## config.mk

```make
export PLATFORM = sky130hd
export DESIGN_NAME = baud_gen
export DESIGN_NICKNAME = d
export VERILOG_FILES = /design/src/rtl/baud_gen.sv
export SDC_FILE = /design/constraint.sdc
export NUM_CORES = 1
export LEC_CHECK = 0
export ABC_CLOCK_PERIOD_IN_PS = 5100
export CORE_AREA = 2 2 82 84
export CTS_CLUSTER_SIZE = 8
export DETAILED_ROUTE_END_ITERATION = 16
export DIE_AREA = 0 0 84 86
export PLACE_DENSITY = 0.56
export SLEW_MARGIN = 20
export SYNTH_ARGS = -nofsm -noshare
export SYNTH_HDL_FRONTEND = slang
export SYNTH_SLANG_ARGS = --single-unit
```

## constraint.sdc

```tcl
create_clock -name clk -period 5.1 [get_ports clk]
set_input_delay 0.51 -clock clk [delete_from_list [all_inputs] [get_ports clk]]
set_output_delay 0.51 -clock clk [all_outputs]
set_load 0.05 [all_outputs]
```

## src/rtl/baud_gen.sv

```systemverilog
// baud_gen -- baud-rate enable generator for the SPART receive/transmit paths.
//
// Accepts a 16-bit divisor from the switch reader over a 4-phase level
// handshake (update/AK), then produces:
//   rx_tick : one-cycle pulse every div_reg clocks (16x oversample enable)
//   tx_tick : one-cycle pulse on every OVERSAMPLE-th rx_tick (1x bit enable)
//
// Ports:
//   clk         in   1   system clock
//   rst_n       in   1   asynchronous active-low reset
//   divisor     in  16   proposed divisor, valid while update is high
//   update      in   1   load request, held high until AK is seen high
//   AK          out  1   registered acknowledge
//   rx_tick     out  1   oversample enable pulse
//   tx_tick     out  1   bit enable pulse
//   div_clamped out  1   last loaded divisor was raised to MIN_DIV
//
// Optional feature (compile-time macro BAUD_DIV_GUARD_EN):
//   defined   -> divisors below MIN_DIV are loaded as MIN_DIV and flagged
//                on div_clamped
//   undefined -> divisors load unchanged (0 gives a 65536-cycle period) and
//                div_clamped is tied low
module baud_gen #(
  parameter logic [15:0] DEFAULT_DIV = 16'd326,
  parameter int unsigned OVERSAMPLE  = 16,
  parameter logic [15:0] MIN_DIV     = 16'd2
) (
  input  logic        clk,
  input  logic        rst_n,
  input  logic [15:0] divisor,
  input  logic        update,
  output logic        AK,
  output logic        rx_tick,
  output logic        tx_tick,
  output logic        div_clamped
);

  localparam int unsigned PW = $clog2(OVERSAMPLE);
  localparam logic [PW-1:0] PHASE_LAST = PW'(OVERSAMPLE - 1);

  // Handshake states; AK is the state register itself.
  localparam logic [0:0] IDLE = 1'b0;
  localparam logic [0:0] ACK  = 1'b1;

  generate
    if (OVERSAMPLE < 2 || OVERSAMPLE > 256 ||
        (OVERSAMPLE & (OVERSAMPLE - 1)) != 0) begin : g_bad_os
      $error("baud_gen: OVERSAMPLE must be a power of two in 2..256");
    end
    if (MIN_DIV == 16'd0) begin : g_bad_min
      $error("baud_gen: MIN_DIV must be at least 1");
    end
  endgenerate

  logic [0:0]    state;
  logic [0:0]    state_nxt;
  logic [15:0]   div_reg;
  logic [15:0]   cnt;
  logic [PW-1:0] phase;
  logic          load;
  logic [15:0]   load_div;
  logic          load_clamp;
  logic          cnt_zero;

  // Divisor actually loaded on a handshake edge.
`ifdef BAUD_DIV_GUARD_EN
  always_comb begin
    load_clamp = (divisor < MIN_DIV);
    load_div   = load_clamp ? MIN_DIV : divisor;
  end
`else
  always_comb begin
    load_clamp = 1'b0;
    load_div   = divisor;
  end
`endif

  // Only the IDLE state accepts a divisor, so a divisor change while AK is
  // high never reloads, and an update raised in the cycle AK falls is taken
  // on the next edge, once the FSM is back in IDLE.
  assign load = (state == IDLE) && update;

  always_comb begin
    state_nxt = state;
    case (state)
      IDLE:    if (update)  state_nxt = ACK;
      ACK:     if (!update) state_nxt = IDLE;
      default: state_nxt = IDLE;
    endcase
  end

  always_ff @(posedge clk or negedge rst_n) begin
    if (!rst_n) begin
      state <= IDLE;
    end else begin
      state <= state_nxt;
    end
  end

  assign AK = state[0];

  assign cnt_zero = (cnt == '0);

  // Divisor register, down counter and phase counter. A load edge takes
  // priority over the normal reload/increment so the new period starts
  // cleanly from the load edge, even when a tick is being output in the
  // same cycle. cnt wraps mod 2^16, so divisor 0 reloads to 16'hFFFF.
  always_ff @(posedge clk or negedge rst_n) begin
    if (!rst_n) begin
      div_reg <= DEFAULT_DIV;
      cnt     <= DEFAULT_DIV - 16'd1;
      phase   <= '0;
    end else if (load) begin
      div_reg <= load_div;
      cnt     <= load_div - 16'd1;
      phase   <= '0;
    end else begin
      if (cnt_zero) begin
        cnt <= div_reg - 16'd1;
        if (phase == PHASE_LAST) begin
          phase <= '0;
        end else begin
          phase <= phase + 1'b1;
        end
      end else begin
        cnt <= cnt - 16'd1;
      end
    end
  end

  // Clamp flag changes only on load edges.
`ifdef BAUD_DIV_GUARD_EN
  always_ff @(posedge clk or negedge rst_n) begin
    if (!rst_n) begin
      div_clamped <= 1'b0;
    end else if (load) begin
      div_clamped <= load_clamp;
    end
  end
`else
  assign div_clamped = 1'b0;
`endif

  // Ticks are decoded from registers and gated by rst_n so they are low for
  // the whole time reset is asserted.
  assign rx_tick = cnt_zero && rst_n;
  assign tx_tick = rx_tick && (phase == PHASE_LAST);

endmodule

```

==> flow_summary.json <==
{
  "status": "completed",
  "layout_min_cycle_time_ns": 3.64,
  "skew_ns": 0.00773,
  "p_leak_nw": 1.03,
  "coreArea_um2": 6280,
  "die-width_um": 84,
  "timing.final.crit_share_pct": 71.4,
  "fin_cells": 341,
  "grt_max_degree": 39,
  "clockBufferDepth": 2,
  "hold_viol_final": 0,
  "synth_edf_count": 0,
  "grt-ovfl-total": 0,
  "wl_per_cell_um": 14.0,
  "vias_per_cell": 5.15,
  "finalMaxSlewViolations": 0,
  "startpoint_type": "register",
  "cp_data_arrival_time_ns": 3.13,
  "routed_wirelength_um": 4790,
  "crit_required_ns": 4.59,
  "path_max_fanout": 15,
  "cts_root_buf": "clkbuf_8",
  "grt_use_total_pct": 14.2,
  "r2r_setup_slack_ns": 1.89,
  "yosysUniqueCellTypes": 50,
  "synth_area_um2": 2140,
  "numCtsBuffers": 5,
  "drc": 0,
  "start_util_pct": 34.1,
  "grt_pass1_vias": 1755,
  "powerDensity_nw_per_um2": 329,
  "num_vias": 1756,
  "crit_type": "reg -> out",
  "dr.pass1.iters": 5,
  "timing.fmax_mhz": 275,
  "nNetsFinal": 284,
  "cts_tree": "built",
  "worstHoldPathType": "in -> async",
  "ant_nets": 0,
  "ys.warnings.count": 0,
  "antenna_found_initial": 0,
  "post_cts_resized": 0,
  "synthFlopType": "dfrtp_1",
  "yosysSeqAreaShare_pct": 43.7,
  "cp-end-kind": "output port",
  "clk_pin_slew_ns": 0.07,
  "dpl.hpwl_um": 3400,
  "syn_to_final_growth_pct": 15.1,
  "final_cell_mix": "59 x nand2_1, 29 x dfrtp_1, 23 x nor2_1",
  "maxCapViolCount": 0,
  "setup_viol": 0,
  "ys_ff_latch": 37,
  "die_h_um": 86,
  "syn_avg_cell_area_um2": 8.73,
  "dr.first_iter.drc_count": 94,
  "relSlewSlack_pct": 43.8,
  "grt_setup_unrepaired": "false",
  "cts_setup_buffers": 0,
  "worstMarginPinSlew_ns": 0.843,
  "mostFrequentLayoutCell": "nand2_1",
  "place.gp.congestion": 0.834,
  "peakVddDrop_v": 0.000145,
  "synth_fp_nets": 266,
  "syn_inst": 245,
  "fillers": 647,
  "io_buffers": 21,
  "clkLatencyLatePin_ns": 0.29,
  "n_antenna_cell": 0,
  "io_pins": 23,
  "grt_pass1_wl_um": 8290,
  "num_rows": 29,
  "total_power_mw": 0.809,
  "cts.sinks": 37,
  "setup_tns_ns": 0,
  "dieArea_um2": 7220,
  "fin_util_pct": 39.2,
  "cts_hold_buf": 0,
  "drive_gt1_share_pct": 11.4,
  "htreeDepth": 2,
  "placed_cells": 333,
  "async_flop_share_pct": 100
}
==> routing by layer <==
metal  vias to the layer above  global-route usage [%]  share of wire, %
li1                        876                       -                 -
met1                       832                    18.7                48
met2                        39                    23.2                46
met3                         9                    3.18               4.1
met4                         0                    4.55               1.4
met5                         -                       0                 0
==> critical path, cell delays in order (launching register included) <==
cell and delay (ns):
dfrtp_1 0.39, nor4_1 0.30, and4_1 0.44, and2_1 0.62
nand2_1 0.15, nor2_1 0.14, clkdlybuf4s50_1 0.80
==> report_power, final <==
part	switching [mW]	internal (mW)	leakage (nW)
clock	0.0992	0.0971	0.0395
combinational	0.119	0.0913	0.547
sequential	0.0468	0.356	0.440
total	0.265	0.544	1.03
==> cell usage after synthesis, types with 3 or more instances <==
cell      instances  share of area, %
nor2_1           23               4.0
clkbuf_1          4              0.70
nand2b_1          3              0.88
o211ai_1          3               1.1
nand2_1          59                10
o21ai_0           9               2.1
or3_1             3              0.88
xor2_1            9               3.7
a21oi_1          18               4.2
dfstp_2           8               9.8
mux2i_1           3               1.4
a31oi_1           7               2.0
dfrtp_1          29                34
inv_1             3              0.53
xnor2_1           5               2.0
nand3_1           5               1.2
nor3_1            8               1.9
==> cell type report <==
class | count | area (um2) | share of cell area [%]
Inverter | 3 | 11.3 | 0.457
Clock buffer | 8 | 80.1 | 3.25
Multi-Input combinational cell | 193 | 1120 | 45.4
Sequential cell | 37 | 936 | 38.0
Tap cell | 77 | 96.3 | 3.91
Timing Repair Buffer | 23 | 220 | 8.94
==> logic make-up (layout without fill, tap and decap cells) <==
kind of cell               after synthesis  count (layout)  synth area share [%]
muxes                                    5               5                  2.46
buffers and inverters                   15              34                  3.98
xor gates and xnor gates                14              14                  5.73
adders and majority gates                2               2                  1.17
AOI/OAI and AO/OA                       52              52                  15.8
other                                    1               1                 0.175
and+or+nand+nor                        119             119                  26.9
DFF                                     37              37                  43.7
==> final timing paths <==
kind	start	endpoint	cells past startpoint
hold / removal	rst_n	phase[3]	1
max in group asynchronous	rst_n	div_reg[15]	1
setup / recovery	cnt[11]	tx_tick	6
min in group clk	div_reg[1]	div_reg[1]	2
hold reg to reg	div_reg[1]	div_reg[1]	2
setup reg to reg	cnt[11]	cnt[4]	11
==> per-stage QoR <==
stage,hold slack [ns],cell area [um2],setup slack (ns)
after floorplan,0.214,2140,2.23
after global routing,0.391,2460,1.18
after global placement,0.469,2380,1.85
after CTS,0.356,2460,1.45
after detailed placement,0.472,2380,1.77
final,0.322,2460,1.46
No activity file was read; power rests on OpenSTA's default activity.
